$ cat src/rtl/bus_port_fifo_if.sv
// Host/bus signal bundle for the bus port FIFO pair.
// The slave modport is the FIFO's view. The master modport is the host and bus side.
interface bus_port_fifo_if #(
    parameter int pckg_sz = 16,
    parameter int depth   = 8
);
    localparam int cw = $clog2(depth) + 1;

    logic               host_wr;
    logic [pckg_sz-1:0] host_din;
    logic               host_rd;
    logic [pckg_sz-1:0] host_dout;
    logic               clr_err;
    logic               pndng;
    logic [pckg_sz-1:0] D_pop;
    logic               pop;
    logic               push;
    logic [pckg_sz-1:0] D_push;
    logic               tx_full;
    logic               rx_empty;
    logic [cw-1:0]      tx_count;
    logic [cw-1:0]      rx_count;
    logic               tx_ovf;
    logic               tx_unf;
    logic               rx_ovf;
    logic               rx_unf;

    modport slave (
        input  host_wr, host_din, host_rd, clr_err, pop, push, D_push,
        output host_dout, pndng, D_pop, tx_full, rx_empty, tx_count, rx_count,
               tx_ovf, tx_unf, rx_ovf, rx_unf
    );

    modport master (
        output host_wr, host_din, host_rd, clr_err, pop, push, D_push,
        input  host_dout, pndng, D_pop, tx_full, rx_empty, tx_count, rx_count,
               tx_ovf, tx_unf, rx_ovf, rx_unf
    );
endinterface

$ cat src/rtl/bus_port_fifo.sv
// Bus port with independent first-word-fall-through TX (host->bus) and RX (bus->host)
// FIFOs, occupancy counters and sticky overflow/underflow flags.
module port_fifo #(
    parameter int pckg_sz = 16,
    parameter int depth   = 8
) (
    input  logic                     clk,
    input  logic                     reset,
    input  logic                     wr,
    input  logic [pckg_sz-1:0]       din,
    input  logic                     rd,
    output logic [pckg_sz-1:0]       dout,
    output logic [$clog2(depth):0]   count,
    output logic                     ovf_evt,
    output logic                     unf_evt
);
    localparam int aw = $clog2(depth);
    localparam logic [aw:0]   full_level = (aw+1)'(depth);
    localparam logic [aw:0]   cnt_one    = (aw+1)'(1);
    localparam logic [aw-1:0] ptr_one    = (aw)'(1);

    logic [pckg_sz-1:0] mem [depth];
    logic [aw-1:0]      wr_ptr;
    logic [aw-1:0]      rd_ptr;
    logic [aw:0]        cnt;
    logic               empty;
    logic               full;
    logic               rd_ok;
    logic               wr_ok;

    // A write into a full FIFO still succeeds when a read frees the head slot in the same cycle.
    assign empty   = (cnt == '0);
    assign full    = (cnt == full_level);
    assign rd_ok   = rd && !empty;
    assign wr_ok   = wr && (!full || rd_ok);
    assign ovf_evt = wr && !wr_ok;
    assign unf_evt = rd && empty;
    assign count   = cnt;
    assign dout    = empty ? '0 : mem[rd_ptr];

    always_ff @(posedge clk) begin
        if (wr_ok) begin
            mem[wr_ptr] <= din;
        end
    end

    // Pointers wrap naturally because depth is a power of two.
    always_ff @(posedge clk or negedge reset) begin
        if (!reset) begin
            wr_ptr <= '0;
            rd_ptr <= '0;
            cnt    <= '0;
        end else begin
            if (wr_ok) begin
                wr_ptr <= wr_ptr + ptr_one;
            end
            if (rd_ok) begin
                rd_ptr <= rd_ptr + ptr_one;
            end
            case ({wr_ok, rd_ok})
                2'b10:   cnt <= cnt + cnt_one;
                2'b01:   cnt <= cnt - cnt_one;
                default: cnt <= cnt;
            endcase
        end
    end
endmodule

module bus_port_fifo #(
    parameter int pckg_sz = 16,
    parameter int depth   = 8
) (
    input  logic                  clk,
    input  logic                  reset,
    bus_port_fifo_if.slave        bus
);
    localparam int cw = $clog2(depth) + 1;
    localparam logic [cw-1:0] full_level = (cw)'(depth);

    logic          tx_ovf_evt;
    logic          tx_unf_evt;
    logic          rx_ovf_evt;
    logic          rx_unf_evt;
    logic [cw-1:0] tx_cnt;
    logic [cw-1:0] rx_cnt;
    logic          tx_ovf_q;
    logic          tx_unf_q;
    logic          rx_ovf_q;
    logic          rx_unf_q;

    port_fifo #(.pckg_sz(pckg_sz), .depth(depth)) tx_fifo (
        .clk     (clk),
        .reset   (reset),
        .wr      (bus.host_wr),
        .din     (bus.host_din),
        .rd      (bus.pop),
        .dout    (bus.D_pop),
        .count   (tx_cnt),
        .ovf_evt (tx_ovf_evt),
        .unf_evt (tx_unf_evt)
    );

    port_fifo #(.pckg_sz(pckg_sz), .depth(depth)) rx_fifo (
        .clk     (clk),
        .reset   (reset),
        .wr      (bus.push),
        .din     (bus.D_push),
        .rd      (bus.host_rd),
        .dout    (bus.host_dout),
        .count   (rx_cnt),
        .ovf_evt (rx_ovf_evt),
        .unf_evt (rx_unf_evt)
    );

    assign bus.tx_count = tx_cnt;
    assign bus.rx_count = rx_cnt;
    assign bus.pndng    = (tx_cnt != '0);
    assign bus.tx_full  = (tx_cnt == full_level);
    assign bus.rx_empty = (rx_cnt == '0);
    assign bus.tx_ovf   = tx_ovf_q;
    assign bus.tx_unf   = tx_unf_q;
    assign bus.rx_ovf   = rx_ovf_q;
    assign bus.rx_unf   = rx_unf_q;

    // Sticky flags: a new error event wins over a simultaneous clear.
    always_ff @(posedge clk or negedge reset) begin
        if (!reset) begin
            tx_ovf_q <= 1'b0;
            tx_unf_q <= 1'b0;
            rx_ovf_q <= 1'b0;
            rx_unf_q <= 1'b0;
        end else begin
            tx_ovf_q <= tx_ovf_evt | (tx_ovf_q & ~bus.clr_err);
            tx_unf_q <= tx_unf_evt | (tx_unf_q & ~bus.clr_err);
            rx_ovf_q <= rx_ovf_evt | (rx_ovf_q & ~bus.clr_err);
            rx_unf_q <= rx_unf_evt | (rx_unf_q & ~bus.clr_err);
        end
    end
endmodule

$ cat src/flat_wrapper.sv
// flat-port wrapper written by rule: the top's interface ports become plain ports
module bus_port_fifo_flat 
#(
    parameter int pckg_sz = 16,
    parameter int depth   = 8
)
  (clk, reset, bus_host_wr, bus_host_din, bus_host_rd, bus_clr_err, bus_pop, bus_push, bus_D_push, bus_host_dout, bus_pndng, bus_D_pop, bus_tx_full, bus_rx_empty, bus_tx_count, bus_rx_count, bus_tx_ovf, bus_tx_unf, bus_rx_ovf, bus_rx_unf);
  bus_port_fifo_if #(.pckg_sz(pckg_sz), .depth(depth)) bus_i ();
  input  logic clk;
  input  logic reset;
  input wire logic [$bits(bus_i.host_wr)-1:0] bus_host_wr;
  input wire logic [$bits(bus_i.host_din)-1:0] bus_host_din;
  input wire logic [$bits(bus_i.host_rd)-1:0] bus_host_rd;
  input wire logic [$bits(bus_i.clr_err)-1:0] bus_clr_err;
  input wire logic [$bits(bus_i.pop)-1:0] bus_pop;
  input wire logic [$bits(bus_i.push)-1:0] bus_push;
  input wire logic [$bits(bus_i.D_push)-1:0] bus_D_push;
  output wire logic [$bits(bus_i.host_dout)-1:0] bus_host_dout;
  output wire logic [$bits(bus_i.pndng)-1:0] bus_pndng;
  output wire logic [$bits(bus_i.D_pop)-1:0] bus_D_pop;
  output wire logic [$bits(bus_i.tx_full)-1:0] bus_tx_full;
  output wire logic [$bits(bus_i.rx_empty)-1:0] bus_rx_empty;
  output wire logic [$bits(bus_i.tx_count)-1:0] bus_tx_count;
  output wire logic [$bits(bus_i.rx_count)-1:0] bus_rx_count;
  output wire logic [$bits(bus_i.tx_ovf)-1:0] bus_tx_ovf;
  output wire logic [$bits(bus_i.tx_unf)-1:0] bus_tx_unf;
  output wire logic [$bits(bus_i.rx_ovf)-1:0] bus_rx_ovf;
  output wire logic [$bits(bus_i.rx_unf)-1:0] bus_rx_unf;
  assign bus_i.host_wr = bus_host_wr;
  assign bus_i.host_din = bus_host_din;
  assign bus_i.host_rd = bus_host_rd;
  assign bus_i.clr_err = bus_clr_err;
  assign bus_i.pop = bus_pop;
  assign bus_i.push = bus_push;
  assign bus_i.D_push = bus_D_push;
  assign bus_host_dout = bus_i.host_dout;
  assign bus_pndng = bus_i.pndng;
  assign bus_D_pop = bus_i.D_pop;
  assign bus_tx_full = bus_i.tx_full;
  assign bus_rx_empty = bus_i.rx_empty;
  assign bus_tx_count = bus_i.tx_count;
  assign bus_rx_count = bus_i.rx_count;
  assign bus_tx_ovf = bus_i.tx_ovf;
  assign bus_tx_unf = bus_i.tx_unf;
  assign bus_rx_ovf = bus_i.rx_ovf;
  assign bus_rx_unf = bus_i.rx_unf;
  bus_port_fifo #(.pckg_sz(pckg_sz), .depth(depth)) u_core (.clk(clk), .reset(reset), .bus(bus_i));
endmodule
$ cat config.mk
export PLATFORM = sky130hd
export DESIGN_NAME = bus_port_fifo_flat
export DESIGN_NICKNAME = d
export VERILOG_FILES = /design/src/rtl/bus_port_fifo_if.sv /design/src/rtl/bus_port_fifo.sv /design/src/flat_wrapper.sv
export SDC_FILE = /design/constraint.sdc
export NUM_CORES = 1
export LEC_CHECK = 0
export BUFFER_PORTS_ARGS = -buffer_cell sky130_fd_sc_hd__buf_2
export CORE_MARGIN = 2
export CORE_UTILIZATION = 59
export DETAILED_ROUTE_END_ITERATION = 10
export GPL_TIMING_DRIVEN = 0
export PLACE_DENSITY = 0.78
export SYNTH_ARGS = -nofsm -noshare
export SYNTH_HDL_FRONTEND = slang
export SYNTH_HIERARCHICAL = 1
export SYNTH_SLANG_ARGS = --single-unit
export TNS_END_PERCENT = 5
$ cat constraint.sdc
create_clock -name clk -period 4.6 [get_ports clk]
set_input_delay 0.69 -clock clk [delete_from_list [all_inputs] [get_ports clk]]
set_output_delay 0.69 -clock clk [all_outputs]
set_load 0.05 [all_outputs]
## Yosys cells after proc, flatten, opt, wreduce, memory -nomap -nowiden

Memory sizes are Yosys's and may differ from the RTL's.
Index checks and enable logic that the tools add are counted.
W data, S select, Z words.

- Bits in registers: 24
- Bits in writable memories: 256
- Input port bits: 39
- Output and inout port bits: 47
- Word-level logic and storage cells: 64
- Memories: 2

Memories:

| name | words | width | rd ports | clocked after memory_dff | wr ports | RTL line | source |
|---|---|---|---|---|---|---|---|
| u_core.rx_fifo.mem | 8 | 16 | 1 | 0 | 1 | bus_port_fifo.sv:22 | `logic [pckg_sz-1:0] mem [depth];` |
| u_core.tx_fifo.mem | 8 | 16 | 1 | 0 | 1 | bus_port_fifo.sv:22 |  |

- Add/subtract/negate cells: 8
- Equal/unequal tests: 6
- Mux-type cells: 8
- Bitwise operators: 9
- Reduce and logical (&&, ||, !) cells: 21

Operators with widths:

| cell | count |
|---|---|
| $mux W16 | 2 |
| $pmux W4 S2 | 2 |
| $add A3 B1 Y3 const B | 4 |
| $add A4 B1 Y4 const B | 2 |
| $eq A4 B4 Y1 const B | 2 |
| $logic_and A1 B1 Y1 | 8 |
| $logic_not A4 Y1 | 2 |
| $sub A4 B1 Y4 const B | 2 |
| $logic_not A1 Y1 | 6 |
| $and A1 B1 Y1 | 4 |
| $eq A2 B1 Y1 const B | 2 |
| $eq A2 B2 Y1 const B | 2 |
| $mux W1 | 4 |
| $or A1 B1 Y1 | 4 |
| $reduce_bool A2 Y1 | 2 |
| $reduce_bool A4 Y1 | 1 |
| $logic_or A1 B1 Y1 | 2 |
| $not A1 Y1 | 1 |

## Longest topological paths before layout

Gate-level depths: netlist of the first run.

- Depth after elaboration: 8
- Mapped depth: 10
- Mapped depth without buffers: 9

## Modules after synthesis

The synthesis of the first run kept the hierarchy.

By module, submodules not included:

| module | instances | cells each | area an instance (µm²) | sequential area each (µm²) |
|---|---|---|---|---|
| port_fifo (u_core.rx_fifo) | 1 | 273 | 5540.3 | 4093.9 |
| port_fifo (u_core.tx_fifo) | 1 | 273 | 5532.8 | 4093.9 |
| bus_port_fifo | 1 | 12 | 156.4 | 100.1 |

## Worst setup path after synthesis of the first run

No wires, ideal clock.

- Path kind: reg2out
- From: reg u_core.tx_fifo.cnt[3], in the netlist u_core/tx_fifo/count[3]
- To: out bus_tx_full
- Data arrival time: 2407 ps
- Data required time: 3910 ps
- Path slack: 1503 ps
- Cell stages (with the launch flop): 2
- Path buffers: 0
- Path through: dfrtp_1 -> nor4b_1

- Word-level cells in the longest chain between the ends: 1

RTL lines:

| element | RTL line | source |
|---|---|---|
| start, declared | bus_port_fifo.sv:25 | `logic [aw:0] cnt;` |
| start signal, assigned | bus_port_fifo.sv:61 | `2'b10: cnt <= cnt + cnt_one;` |
| start signal, assigned | bus_port_fifo.sv:62 | `2'b01: cnt <= cnt - cnt_one;` |
| start signal, assigned | bus_port_fifo.sv:63 | `default: cnt <= cnt;` |
| $eq A4 B4 Y1 | bus_port_fifo.sv:118 | `assign bus.tx_full = (tx_cnt == full_level);` |
| end, declared | flat_wrapper.sv:21 | `output wire logic [$bits(bus_i.tx_full)-1:0] bus_tx_full;` |

Every way passes these cells.

## Worst setup path after layout of the first run

- From: reg u_core.tx_fifo.rd_ptr[1]
- To: out bus_D_pop[4]

- Word-level cells in the longest chain between the ends: 2

RTL lines:

| element | RTL line | source |
|---|---|---|
| start, declared | bus_port_fifo.sv:24 | `logic [aw-1:0] rd_ptr;` |
| start signal, assigned | bus_port_fifo.sv:58 | `rd_ptr <= rd_ptr + ptr_one;` |
| $mem_v2 Z8 W16 | - |  |
| $mux W16 | bus_port_fifo.sv:39 | `assign dout = empty ? '0 : mem[rd_ptr];` |
| end, declared | flat_wrapper.sv:20 | `output wire logic [$bits(bus_i.D_pop)-1:0] bus_D_pop;` |

Every way passes these cells.

==> impl_metrics.env, run 1 <==
export IMPL_cts_resized=0
export IMPL_grt_max_degree=25
export IMPL_rsz0062_at_grt="false"
export IMPL_seqPwrFrac=0.352
export IMPL_syn2layout_area_growth_pct=17.7
export IMPL_via_count=5774
export IMPL_grt_pass1_vias=6040
export IMPL_vdd_ir_drop_worst_mv=0.493
export IMPL_placement_io_buffers=83
export IMPL_cts_buffer_depth=3
export IMPL_crit_slowest_cell="clkbuf_1"
export IMPL_dp_hpwl_um=14500
export IMPL_status="finished clean"
export IMPL_p_sw_mw=3.72
export IMPL_path_cells="clkbuf_1, clkbuf_1, mux4_2, mux2i_1, nor2_1, buf_2"
export IMPL_antenna_found_initial=1
export IMPL_multi_input_area_um2=2810
export IMPL_dpl_instance_area_um2=12200
export IMPL_cp_arrival_ps=2740
export IMPL_min_path_type="input pin to asynchronous set/reset pin"
export IMPL_drv_cap=0
export IMPL_critical_path_class="register to output pin"
export IMPL_cts_root_buf="clkbuf_16"
export IMPL_power_total_mw=9.77
export IMPL_slew_limit_headroom=0.364
export IMPL_htreeDepth=1
export IMPL_die_x_um=142
export IMPL_clock_fmax_mhz=291
export IMPL_fp_row_count=50
export IMPL_diodes=0
export IMPL_crit_top_cell="clkbuf_1"
export IMPL_ys_flop_type="edfxtp_1"
export IMPL_dieArea_um2=20200
export IMPL_stdcell_area_um2=13200
export IMPL_first_pass_iters=4
export IMPL_p_int_mw=6.04
export IMPL_register_area_um2=8290
export IMPL_initial_core_util=0.600
export IMPL_p_leak_nw=4.75
export IMPL_synth_edf_count=256
export IMPL_sw_frac_of_total=0.381
export IMPL_syn_nets=607
export IMPL_syn_area_um2=11200
export IMPL_cp_max_fo=10
export IMPL_period_share=0.746
export IMPL_fin_skew_ps=16.9
export IMPL_layout_drive_gt1_share=0.364
export IMPL_period_minus_slack_ps=3430
export IMPL_viasPerCell=6.12
export IMPL_place_congestion=0.764
export IMPL_cp_end_kind="output pin"
export IMPL_fill_cells=1086
export IMPL_ys_seq_area_frac=0.738
export IMPL_synth_cell_types=37
export IMPL_yosys_warnings=6
export IMPL_cpPeakStageDelay_ps=590
export IMPL_drc=0
export IMPL_io_pins=86
export IMPL_hold_viol_final=0
export IMPL_wl_per_cell_um=24.3
export IMPL_clkPwrFrac=0.244
export IMPL_powerDensity_nw_per_um2=739
export IMPL_clock_sinks=280
export IMPL_r2r_setup_slack_ps=1820
export IMPL_postLayoutCoreUtil=0.706
export IMPL_fin_ws_ps=1170
export IMPL_cts_setup_buffers=0
export IMPL_grt_usage=0.238
export IMPL_drv_slew=0
export IMPL_cts_hold_buf=0
export IMPL_overflow=0
export IMPL_core_area_um2=18700
export IMPL_required_ps=3910
export IMPL_synth_seq_cells=280
export IMPL_start_kind="register"
export IMPL_max_slew_worst_pin_slew_ps=949
export IMPL_postSynth_asyncResetShare=0.0857
export IMPL_comb_power_share=0.404
export IMPL_syn_inst=558
export IMPL_grt_pass1_wl_um=35300
export IMPL_clkTransAtPathRegs_ps=60
export IMPL_tritoncts="built"
export IMPL_die_y_um=142
export IMPL_setup_violations=0
export IMPL_pre_cts_ws_ps=1710
export IMPL_routed_wl_um=22900
export IMPL_tns_ps=0
export IMPL_cts_buffers=28
export IMPL_ant_nets=0
export IMPL_drt_iter0_drc=459
export IMPL_clkLatencyLatePin_ps=540
export IMPL_fin_nets=736
export IMPL_syn_avg_cell_area_um2=20.1
==> final cells by class <==
class / count / share of cell area
well taps: 234 / 0.0222
plain buffers: 26 / 0.0108
multi-input cells: 241 / 0.212
clock inverters: 17 / 0.0165
flip-flops and latches: 280 / 0.627
inverters: 11 / 0.00312
clock buffers: 35 / 0.0581
repair buffers: 99 / 0.0496
==> cell families after synthesis <==
kind of cell	Yosys count	synth area share
AOI/OAI and AO/OA	16	0.0158
DFF	280	0.738
adders and majority gates	10	0.0125
buffers and inverters	37	0.0164
muxes	106	0.167
and+or+nand+nor	95	0.0390
xor gates and xnor gates	14	0.0109
==> layer usage <==
layer / routed length [um] / GRT usage / vias up
met5: 13 / 0 / -
met4: 405 / 0.0711 / 2
met3: 1390 / 0.0410 / 37
met2: 11500 / 0.388 / 218
met1: 9600 / 0.338 / 3018
li1: - / - / 2499
==> cell usage after synthesis (all sizes together), types with 2 or more instances <==
master / instances / area, um2
clkbuf: 8 / 30.0
or2: 2 / 12.5
mux4: 64 / 1440
a21oi: 2 / 10.0
buf: 18 / 113
nor3: 6 / 30.0
inv: 11 / 41.3
fa: 2 / 40.0
xor2: 6 / 52.6
mux2i: 34 / 340
edfxtp: 256 / 7690
nand4: 2 / 12.5
nand2: 8 / 30.0
nor2b: 4 / 25.0
nor2: 50 / 188
o2111ai: 2 / 17.5
a31oi: 2 / 42.5
o21ai: 2 / 17.5
a21o: 4 / 30.0
o31a: 2 / 35.0
o22ai: 2 / 25.0
nand3: 6 / 30.0
and2: 2 / 12.5
or3: 2 / 12.5
ha: 8 / 100
mux2: 8 / 97.6
and3: 4 / 25.0
dfrtp: 24 / 601
nand2b: 6 / 37.5
xnor2: 8 / 70.1
==> sequential cells by signal, indices dropped and copies added, names as in the netlist <==
signal / count
u_core/bus.tx_unf: 1
u_core/rx_fifo/wr_ptr: 3
u_core/tx_fifo/count: 4
u_core/tx_fifo/rd_ptr: 3
u_core/tx_fifo/mem: 128
u_core/rx_fifo/mem: 128
u_core/bus.rx_ovf: 1
u_core/tx_fifo/wr_ptr: 3
u_core/bus.rx_unf: 1
u_core/rx_fifo/count: 4
u_core/bus.tx_ovf: 1
u_core/rx_fifo/rd_ptr: 3
==> per-stage QoR <==
stage	cells	hold slack [ps]
after detailed placement	891	466
final	943	138
after global routing	943	185
after global placement	875	456
after floorplan	558	394
after CTS	943	148
==> critical path, delay by kind of cell, from the launching register on <==
kind,cells,cell delay [ps]
mux,2,600
simple gates,1,90
buf+inv,3,1170
flops,1,360
==> final timing paths <==
check / startpoint / end / cells past startpoint
min: reset / u_core/rx_fifo/count[1] / 1
max in group asynchronous: reset / u_core/tx_fifo/rd_ptr[2] / 1
max reg2reg: u_core/rx_fifo/count[2] / u_core/rx_fifo/count[3] / 10
min in group clk: bus_D_push[1] / u_core/rx_fifo/mem[3][1] / 1
max: u_core/tx_fifo/rd_ptr[1] / bus_D_pop[4] / 6
min reg2reg: u_core/bus.rx_ovf / u_core/bus.rx_ovf / 1
==> cells in the final DEF, fill, tap and decap left out, types with 3 or more instances in the layout <==
cell type / count
buf_4: 4
clkbuf_1: 12
buf_2: 95
ha_1: 8
xnor2_1: 8
and3_1: 4
clkinv_2: 5
edfxtp_1: 256
nand3_1: 6
clkinvlp_4: 3
dfrtp_1: 24
nand2b_1: 6
mux4_2: 64
nor3_2: 4
inv_1: 11
nand2_1: 8
clkbuf_16: 29
nor2_2: 12
nor2b_1: 4
a21o_1: 4
clkinv_1: 3
bufinv_16: 5
mux2i_1: 34
mux2_2: 4
buf_8: 16
xor2_1: 6
nor2_1: 38
==> power by group through the flow <==
stage / Clock, mW / Sequential (mW) / Combinational, mW
after floorplan: 0 / 3.57 / 2.78
after global placement: 0 / 3.45 / 3.71
after detailed placement: 0 / 3.48 / 3.93
after CTS: 2.41 / 3.44 / 3.97
after global routing: 2.52 / 3.48 / 4.18
final: 2.38 / 3.44 / 3.94
Power figures use the tool's default switching activity.
==> inputs of run 2 (changes only) <==
clock period = 3.4 ns   (was 4.6 ns; I/O delays follow)
==> run 2 against run 1 <==
Net effect:
- total power up 35%
- clock skew is 2.9 ps lower
- global-route usage hardly changed
- sequential cell count did not move
- first-iteration DRC count up 3.1%
- largest cell class unchanged
- cell count increased by 0.11%
==> impl_metrics.env, run 2 (synthesized netlist as in run 1, its figures left out) <==
export IMPL_clkPwrFrac=0.244
export IMPL_seqPwrFrac=0.352
export IMPL_first_pass_iters=4
export IMPL_dieArea_um2=20200
export IMPL_min_path_type="input pin to register"
export IMPL_grt_max_degree=25
export IMPL_grt_pass1_vias=6049
export IMPL_fp_row_count=50
export IMPL_critical_path_class="register to output pin"
export IMPL_fin_nets=737
export IMPL_via_count=5816
export IMPL_clkTransAtPathRegs_ps=60
export IMPL_placement_io_buffers=83
export IMPL_grt_pass1_wl_um=35300
export IMPL_initial_core_util=0.600
export IMPL_max_slew_worst_pin_slew_ps=967
export IMPL_status="finished clean"
export IMPL_antenna_found_initial=1
export IMPL_cp_max_fo=10
export IMPL_layout_drive_gt1_share=0.363
export IMPL_cts_buffers=28
export IMPL_io_pins=86
export IMPL_ant_nets=0
export IMPL_drv_slew=0
export IMPL_slew_limit_headroom=0.352
export IMPL_p_leak_nw=4.75
export IMPL_die_y_um=142
export IMPL_vdd_ir_drop_worst_mv=0.667
export IMPL_dp_hpwl_um=14500
export IMPL_syn2layout_area_growth_pct=17.8
export IMPL_viasPerCell=6.16
export IMPL_powerDensity_nw_per_um2=999
export IMPL_comb_power_share=0.404
export IMPL_tritoncts="built"
export IMPL_grt_usage=0.238
export IMPL_cts_resized=0
export IMPL_top_regs="u_core/rx_fifo/mem: 128 flops, u_core/tx_fifo/mem: 128 flops"
export IMPL_cts_buffer_depth=3
export IMPL_power_total_mw=13.2
export IMPL_final_common_cell="edfxtp_1"
export IMPL_mostFrequentLayoutCells="edfxtp_1 (256), buf_2 (95), mux4_2 (64)"
export IMPL_required_ps=2890
export IMPL_hold_viol_final=0
export IMPL_die_x_um=142
export IMPL_cp_end_kind="output pin"
export IMPL_cts_hold_buf=1
export IMPL_period_share=0.964
export IMPL_drc=0
export IMPL_fin_skew_ps=13.9
export IMPL_drt_iter0_drc=473
export IMPL_wl_per_cell_um=24.3
export IMPL_setup_violations=0
export IMPL_cp_arrival_ps=2770
export IMPL_routed_wl_um=22900
export IMPL_core_area_um2=18700
export IMPL_tns_ps=0
export IMPL_rsz0062_at_grt="false"
export IMPL_start_kind="register"
export IMPL_clkLatencyLatePin_ps=540
export IMPL_drv_cap=0
export IMPL_period_minus_slack_ps=3280
export IMPL_p_sw_mw=5.03
export IMPL_clock_fmax_mhz=305
export IMPL_place_congestion=0.764
export IMPL_diodes=0
export IMPL_cts_root_buf="clkbuf_16"
export IMPL_overflow=0
export IMPL_sw_frac_of_total=0.381
export IMPL_htreeDepth=1
export IMPL_clock_sinks=280
export IMPL_p_int_mw=8.18
export IMPL_cts_setup_buffers=0
-- run 2: cell types whose count changed in the layout (fill, tap and decap cells not counted), sizes merged --
cell         before  now
dlygate4sd3       0    1
-- run 2: metrics by stage --
stage	worst slack [ps]	std cells	cell area, um2	utilization	hold slack [ps]
after floorplan	483	558	11200	-	214
after detailed placement	635	891	12200	0.654	466
after CTS	111	944	13200	0.707	225
after global routing	32.9	944	13200	0.707	237
after global placement	-193	875	11900	0.638	456
final	122	944	13200	0.707	234
-- run 2: final cells by class --
class	instances	area [um2]
plain buffers	26	143
clock inverters	17	218
clock buffers	35	768
repair buffers	100	666
well taps	234	293
multi-input cells	241	2810
flip-flops and latches	280	8290
fillers	1085	5480
inverters	11	41.3
-- run 2: critical path: stages (launching register included) --
cell and delay, ps:
dfrtp_1 360, clkbuf_1 310, clkbuf_1 600, mux4_2 430, mux2i_1 190, nor2_1 100, buf_2 260
-- run 2: power by group through the flow --
stage / Sequential (mW) / Clock, mW / Combinational (mW)
2_1_floorplan: 4.84 / 0 / 3.76
3_3_place_gp: 4.67 / 0 / 5.02
3_5_place_dp: 4.71 / 0 / 5.31
4_1_cts: 4.66 / 3.26 / 5.37
5_1_grt: 4.71 / 3.41 / 5.66
6_report: 4.65 / 3.22 / 5.33
-- run 2: path summary, 6_finish.rpt --
check / slack, ps / cells past startpoint / start / end
worst max register to register: 620 / 10 / u_core/rx_fifo/count[2] / u_core/rx_fifo/count[3]
max in group asynchronous: 2530 / 2 / reset / u_core/tx_fifo/rd_ptr[1]
min in group asynchronous: 500 / 2 / reset / u_core/rx_fifo/count[1]
worst min register to register: 470 / 1 / u_core/bus.rx_ovf / u_core/bus.rx_ovf
worst min-delay path: 230 / 1 / bus_D_push[1] / u_core/rx_fifo/mem[3][1]
worst max-delay path: 120 / 6 / u_core/tx_fifo/rd_ptr[1] / bus_D_pop[4]
-- run 2: metal layers --
layer / track usage / share of wire / wire length, um
met5: 0 / 0.00057 / 13
met4: 0.0711 / 0.019 / 442
met3: 0.0410 / 0.063 / 1450
met2: 0.388 / 0.50 / 11500
met1: 0.338 / 0.42 / 9540
